==> src/rtl/ysyx_23060332_wb_arb_pkg.sv <==
// Shared widths and grant encodings for the write-back arbiter and its
// register scoreboard.
//   RegAddrBus : register index width (5)
//   RegDataBus : register data width (32)
//   RegNum     : number of architectural registers (32)
//   gnt_e      : which requester won the last write-port transfer
package ysyx_23060332_wb_arb_pkg;

    localparam int RegAddrBus = 5;
    localparam int RegDataBus = 32;
    localparam int RegNum     = 32;

    typedef enum logic {
        GntExu = 1'b0,
        GntLsu = 1'b1
    } gnt_e;

endpackage

==> src/rtl/ysyx_23060332_wb_arb_sb.sv <==
// Register scoreboard: one busy bit per architectural register.
//   clk, rst          : clock, synchronous active-low reset
//   set_en_i/idx_i    : mark a destination as pending (issue accepted)
//   clr_en_i/idx_i    : clear a pending destination (write committed)
//   issue_*_i         : instruction presented by IDU, for the hazard compare
//   stall_o           : RAW/WAW hazard against the registered busy bits
//   busy_vec_o        : busy bits, bit 0 held at 0
//   sb_err_o          : sticky, a commit hit a register that was not busy
module ysyx_23060332_sb
    import ysyx_23060332_wb_arb_pkg::*;
(
    input  logic                  clk,
    input  logic                  rst,
    input  logic                  set_en_i,
    input  logic [RegAddrBus-1:0] set_idx_i,
    input  logic                  clr_en_i,
    input  logic [RegAddrBus-1:0] clr_idx_i,
    input  logic                  issue_valid_i,
    input  logic                  issue_wen_i,
    input  logic [RegAddrBus-1:0] issue_rd_i,
    input  logic [RegAddrBus-1:0] issue_rs1_i,
    input  logic [RegAddrBus-1:0] issue_rs2_i,
    input  logic                  issue_use_rs1_i,
    input  logic                  issue_use_rs2_i,
    output logic                  stall_o,
    output logic [RegNum-1:0]     busy_vec_o,
    output logic                  sb_err_o
);

    logic [RegNum-1:0] busy_q, busy_d;
    logic              err_q, err_d;
    logic              set_same_idx;

    // A simultaneous set of the committing index counts as a new pending
    // write, so the commit is not treated as spurious.
    assign set_same_idx = set_en_i && (set_idx_i == clr_idx_i) && (set_idx_i != '0);

    always_comb begin
        busy_d = busy_q;
        if (clr_en_i) begin
            busy_d[clr_idx_i] = 1'b0;
        end
        if (set_en_i && (set_idx_i != '0)) begin
            busy_d[set_idx_i] = 1'b1;
        end
        busy_d[0] = 1'b0;

        err_d = err_q | (clr_en_i & ~busy_q[clr_idx_i] & ~set_same_idx);
    end

    always_ff @(posedge clk) begin
        if (!rst) begin
            busy_q <= '0;
            err_q  <= 1'b0;
        end else begin
            busy_q <= busy_d;
            err_q  <= err_d;
        end
    end

    assign stall_o = issue_valid_i & ((issue_use_rs1_i & busy_q[issue_rs1_i]) |
                                      (issue_use_rs2_i & busy_q[issue_rs2_i]) |
                                      (issue_wen_i     & busy_q[issue_rd_i]));

    assign busy_vec_o = busy_q;
    assign sb_err_o   = err_q;

endmodule

==> src/rtl/ysyx_23060332_wb_arb.sv <==
// Write-back arbiter: shares the single regfile write port between EXU and
// LSU with round-robin valid/ready, registers the winning write, and keeps a
// scoreboard of pending destinations to stall IDU on RAW/WAW hazards.
//   clk, rst             : clock, synchronous active-low reset
//   issue_*              : IDU instruction (valid, wen, rd, rs1/rs2 and use)
//   stall                : IDU must hold the instruction (combinational)
//   exu_valid/rd/data    : EXU result request; exu_ready grant
//   lsu_valid/rd/data    : LSU result request; lsu_ready grant
//   waddr/wdata/reg_wen  : registered write to the regfile
//   busy_vec             : pending-write bits
//   sb_err               : sticky, a commit hit a non-busy register
module ysyx_23060332_wb_arb
    import ysyx_23060332_wb_arb_pkg::*;
(
    input  logic                  clk,
    input  logic                  rst,
    input  logic                  issue_valid,
    input  logic                  issue_wen,
    input  logic [RegAddrBus-1:0] issue_rd,
    input  logic [RegAddrBus-1:0] issue_rs1,
    input  logic [RegAddrBus-1:0] issue_rs2,
    input  logic                  issue_use_rs1,
    input  logic                  issue_use_rs2,
    output logic                  stall,
    input  logic                  exu_valid,
    input  logic [RegAddrBus-1:0] exu_rd,
    input  logic [RegDataBus-1:0] exu_data,
    output logic                  exu_ready,
    input  logic                  lsu_valid,
    input  logic [RegAddrBus-1:0] lsu_rd,
    input  logic [RegDataBus-1:0] lsu_data,
    output logic                  lsu_ready,
    output logic [RegAddrBus-1:0] waddr,
    output logic [RegDataBus-1:0] wdata,
    output logic                  reg_wen,
    output logic [RegNum-1:0]     busy_vec,
    output logic                  sb_err
);

    gnt_e                  last_grant_q, last_grant_d;
    logic [RegAddrBus-1:0] waddr_q, waddr_d;
    logic [RegDataBus-1:0] wdata_q, wdata_d;
    logic                  reg_wen_q, reg_wen_d;
    logic                  sb_stall;
    logic                  exu_acc, lsu_acc;
    logic                  issue_set;

    // Under contention the requester that did not win last time goes first.
    assign exu_ready = rst & exu_valid & (~lsu_valid | (last_grant_q == GntLsu));
    assign lsu_ready = rst & lsu_valid & (~exu_valid | (last_grant_q == GntExu));
    assign stall     = rst & sb_stall;

    assign exu_acc   = exu_valid & exu_ready;
    assign lsu_acc   = lsu_valid & lsu_ready;
    assign issue_set = issue_valid & ~stall & issue_wen;

    always_comb begin
        last_grant_d = last_grant_q;
        waddr_d      = waddr_q;
        wdata_d      = wdata_q;
        reg_wen_d    = 1'b0;
        if (exu_acc) begin
            last_grant_d = GntExu;
            waddr_d      = exu_rd;
            wdata_d      = exu_data;
            reg_wen_d    = (exu_rd != '0);
        end else if (lsu_acc) begin
            last_grant_d = GntLsu;
            waddr_d      = lsu_rd;
            wdata_d      = lsu_data;
            reg_wen_d    = (lsu_rd != '0);
        end
    end

    always_ff @(posedge clk) begin
        if (!rst) begin
            last_grant_q <= GntExu;
            waddr_q      <= '0;
            wdata_q      <= '0;
            reg_wen_q    <= 1'b0;
        end else begin
            last_grant_q <= last_grant_d;
            waddr_q      <= waddr_d;
            wdata_q      <= wdata_d;
            reg_wen_q    <= reg_wen_d;
        end
    end

    // The regfile write lands at the same edge that retires the busy bit.
    ysyx_23060332_sb u_sb (
        .clk             (clk),
        .rst             (rst),
        .set_en_i        (issue_set),
        .set_idx_i       (issue_rd),
        .clr_en_i        (reg_wen_q),
        .clr_idx_i       (waddr_q),
        .issue_valid_i   (issue_valid),
        .issue_wen_i     (issue_wen),
        .issue_rd_i      (issue_rd),
        .issue_rs1_i     (issue_rs1),
        .issue_rs2_i     (issue_rs2),
        .issue_use_rs1_i (issue_use_rs1),
        .issue_use_rs2_i (issue_use_rs2),
        .stall_o         (sb_stall),
        .busy_vec_o      (busy_vec),
        .sb_err_o        (sb_err)
    );

    assign waddr   = waddr_q;
    assign wdata   = wdata_q;
    assign reg_wen = reg_wen_q;

endmodule

==> config.mk <==
export PLATFORM = sky130hd
export DESIGN_NAME = ysyx_23060332_wb_arb
export DESIGN_NICKNAME = d
export VERILOG_FILES = /design/src/rtl/ysyx_23060332_wb_arb_pkg.sv /design/src/rtl/ysyx_23060332_wb_arb_sb.sv /design/src/rtl/ysyx_23060332_wb_arb.sv
export SDC_FILE = /design/constraint.sdc
export NUM_CORES = 1
export LEC_CHECK = 0
export CORE_MARGIN = 10
export CORE_UTILIZATION = 45
export DETAILED_ROUTE_END_ITERATION = 8
export PLACE_DENSITY = 0.86
export SYNTH_ARGS = -nofsm -noshare
export SYNTH_HDL_FRONTEND = slang
export SYNTH_HIERARCHICAL = 1
export SYNTH_SLANG_ARGS = --single-unit
==> constraint.sdc <==
create_clock -name clk -period 3.9 [get_ports clk]
set_clock_uncertainty 0.2 [all_clocks]
set_input_delay 0.78 -clock clk [delete_from_list [all_inputs] [get_ports clk]]
set_output_delay 0.78 -clock clk [all_outputs]
set_load 0.03 [all_outputs]
==> metrics, run 1 <==
worst slack, placed -0.4653 ns; Power Dens Cells 280.3 nW/um2; Buf+Inv Stages, Crit Path 3; share of the synthesized area in the top cell type 0.3123; fraction of layout cells with a size suffix above 1 0.1288; largest net degree at the start of global routing 45; Max clock buf depth 2; Leak Pwr 0.002295 uW; Clock Power Share 0.283; dpl cells 818; status completed; initial DRC count 477; gpl congestion 0.9893; DRT Pass-1 Iters 8; Syn. warnings 6; Post-synth EDFFs 0; number of synthesized register bits 71; Worst path max stage delay 0.55 ns; DRT antenna net count 0; CTS Hold Buffers Added 0; sequential share of the synthesized area 0.3123; metal1 wirelength 6585 um; CP required 2.92 ns; Critical Path Sink Type output port; Pint 1275 uW; DIE AREA 14,540 um2; # setup viols final 0; gr usage total 0.2295; Max Cap Violations 0; final-stage net count 793; largest cells by area after synthesis dfxtp_1, nand2_1, mux4_2; met2 wire length 7799 um; initial antenna violation count 0; cts bufs inserted 9; P&R area growth vs syn 45.05%; worst-path cell chain clkdlybuf4s50_1, buf_4, nor2b_1, a2111oi_1, nor4_1, a211oi_1, nand4b_1, and2_1, buf_2; max frequency 263.8 MHz; Mapped Cells 526; first-pass GRT wire length 27,120 um; Final Hold Violating Endpoints 0; clock-pin slew on the worst setup and hold paths 0.07 ns; clock root buffer clkbuf_8; vias in the first global route 4,971; crit share post-route 0.9720; Post-Route WL 17,360 um; top_reg_cell synth dfxtp_1; register share of total power 0.438; Switching Power 576.3 uW; ant diodes 0; CP Data Arrival Time 2.81 ns; Layout Cells excl Fill 832; most frequent cells in the layout clkdlybuf4s50_1, nand2_1, dfxtp_1, nand3_1, buf_4; Slew @ Worst Pin 0.8143 ns; Async SR Flop Fraction 0; RSZ-0062 raised after global routing no; top layer in use met4; crit start category input port; Die Height 120.6 um; post-synth top area cell dfxtp_1; vias 5,101; clock sinks 71; Max-slew headroom 0.4558; most common cell after layout, fill and taps aside clkdlybuf4s50_1; Core Area 9819 um2; worst min path class reg -> reg; critical path class in -> out; fin crit period 3.791 ns; num rows 36; syn avg cell area 8.654 um2; max-slew violations 0; CTS tree yes; Combinational Power Share 0.279; # IOs 171; syn_nets 623; Multi-input gate area 2875 um2; I/O Buffers 169; CP max-delay cell clkdlybuf4s50_1; Post-DP HPWL 13,100 um; number of distinct library cells after synthesis 54; Reg area 1421 um2; Skew-Pair Late Insertion Delay 0.35 ns; Synth Cell Area 4552 um2; Largest delay share family, worst path buffers and inverters; Switching Share 0.3113; fillcell total 813; Initial Util 0.4636; htree depth 3; residual DRC count 0; final worst slack 0.1090 ns; peak supply drop 0.1944 mV; Die X 120.6 um; global route overflow 0; Max FO, Critical Path 5; Wirelength per Cell 20.87 um; vias per std cell 6.131; met3 wire len 2592 um
## kinds of logic after synthesis
kind of cell	synth area share
other cells	0.0008238
buf+inv	0.05800
compound gates	0.2356
xor+xnor	0.007696
simple gates	0.2342
flops	0.3123
mux	0.1515
## flip-flops by register name, indices dropped and copies added, names as in the netlist
signal	flops
last_grant_q	1
wdata	32
reg_wen	1
u_sb/busy_vec_o	31
waddr	5
u_sb/sb_err_o	1
## final timing paths
kind | startpoint | endpoint | slack (ns) | depth (start not counted)
setup / recovery | issue_rs1[2] | stall | 0.11 | 9
hold / removal | wdata[13] | wdata[13] | 0.27 | 2
setup reg to reg | u_sb/busy_vec_o[8] | u_sb/busy_vec_o[16] | 0.75 | 11
hold reg to reg | wdata[13] | wdata[13] | 0.27 | 2
## layout make-up
class	instances	share of cell area
Inverter	5	0.002843
Sequential cell	71	0.2153
Clock inverter	3	0.003032
Timing Repair Buffer	205	0.2952
Multi-Input combinational cell	404	0.4355
Tap cell	133	0.02520
Clock buffer	11	0.02293
## power by group through the flow
stage	clock network (uW)	logic, uW	registers [uW]
after floorplan	0	204	884
after global placement	0	506	824
after detailed placement	0	514	826
after CTS	535	516	809
after global routing	564	547	816
final	524	517	810
## what timing repair did
action                     4_1_cts  5_1_grt
resized for setup                8        2
setup endpoints to repair        1        1
buffers inserted                 0        0
## per-layer routing
metal / track usage / up-vias
met5: 0 / -
met4: 0.07164 / 0
met3: 0.1056 / 35
met2: 0.3629 / 360
met1: 0.2718 / 2413
li1: - / 2293
## per-stage QoR
stage / setup TNS (ns) / hold WS, ns / utilization / cell area (um2) / total power, uW
floorplan: 0 / 0.2643 / - / 4552 / 1088
CTS: 0 / 0.2746 / 0.6730 / 6609 / 1860
detailed placement: -2.398 / 0.2556 / 0.6553 / 6435 / 1340
global route: 0 / 0.2991 / 0.6724 / 6603 / 1927
global placement: -0.7371 / 0.2417 / 0.6553 / 6435 / 1330
finish: 0 / 0.2731 / 0.6724 / 6603 / 1851
## synthesized netlist by cell type (3+ instances only)
cell         n
inv_1        5
dfxtp_1     71
nor2_1      15
nor3_1       7
o21ai_0     32
o311ai_4     7
nand3b_1     4
mux4_2      20
buf_4        3
nor3b_1      6
buf_1        3
a21boi_0    32
o311ai_1     3
o311ai_0    27
and3b_1      3
buf_2       17
nand3_1     46
buf_6        3
nor2b_1      5
nand2_1    126
nand2b_1     5
o211ai_1     3
xnor2_1      4
clkbuf_1    18
a2111oi_0    3
mux2_2       5
mux2i_1     13
a21oi_1      4
## worst min-delay path: stages, from the launching register on
cell and delay, ns:
dfxtp_1 0.33, nand2_1 0.05, o311ai_0 0.07
(Power assumes the default switching activity.)
==> run 2, diff against run 1 <==
--- a/config.mk
+++ b/config.mk
@@ -7,6 +7,7 @@
 export LEC_CHECK = 0
 export CORE_MARGIN = 10
 export CORE_UTILIZATION = 45
+export CTS_CLUSTER_DIAMETER = 120
 export DETAILED_ROUTE_END_ITERATION = 8
 export PLACE_DENSITY = 0.86
 export SYNTH_ARGS = -nofsm -noshare
==> results of run 2 <==
The final DEF is identical to that of run 1; final timing and power are the same.
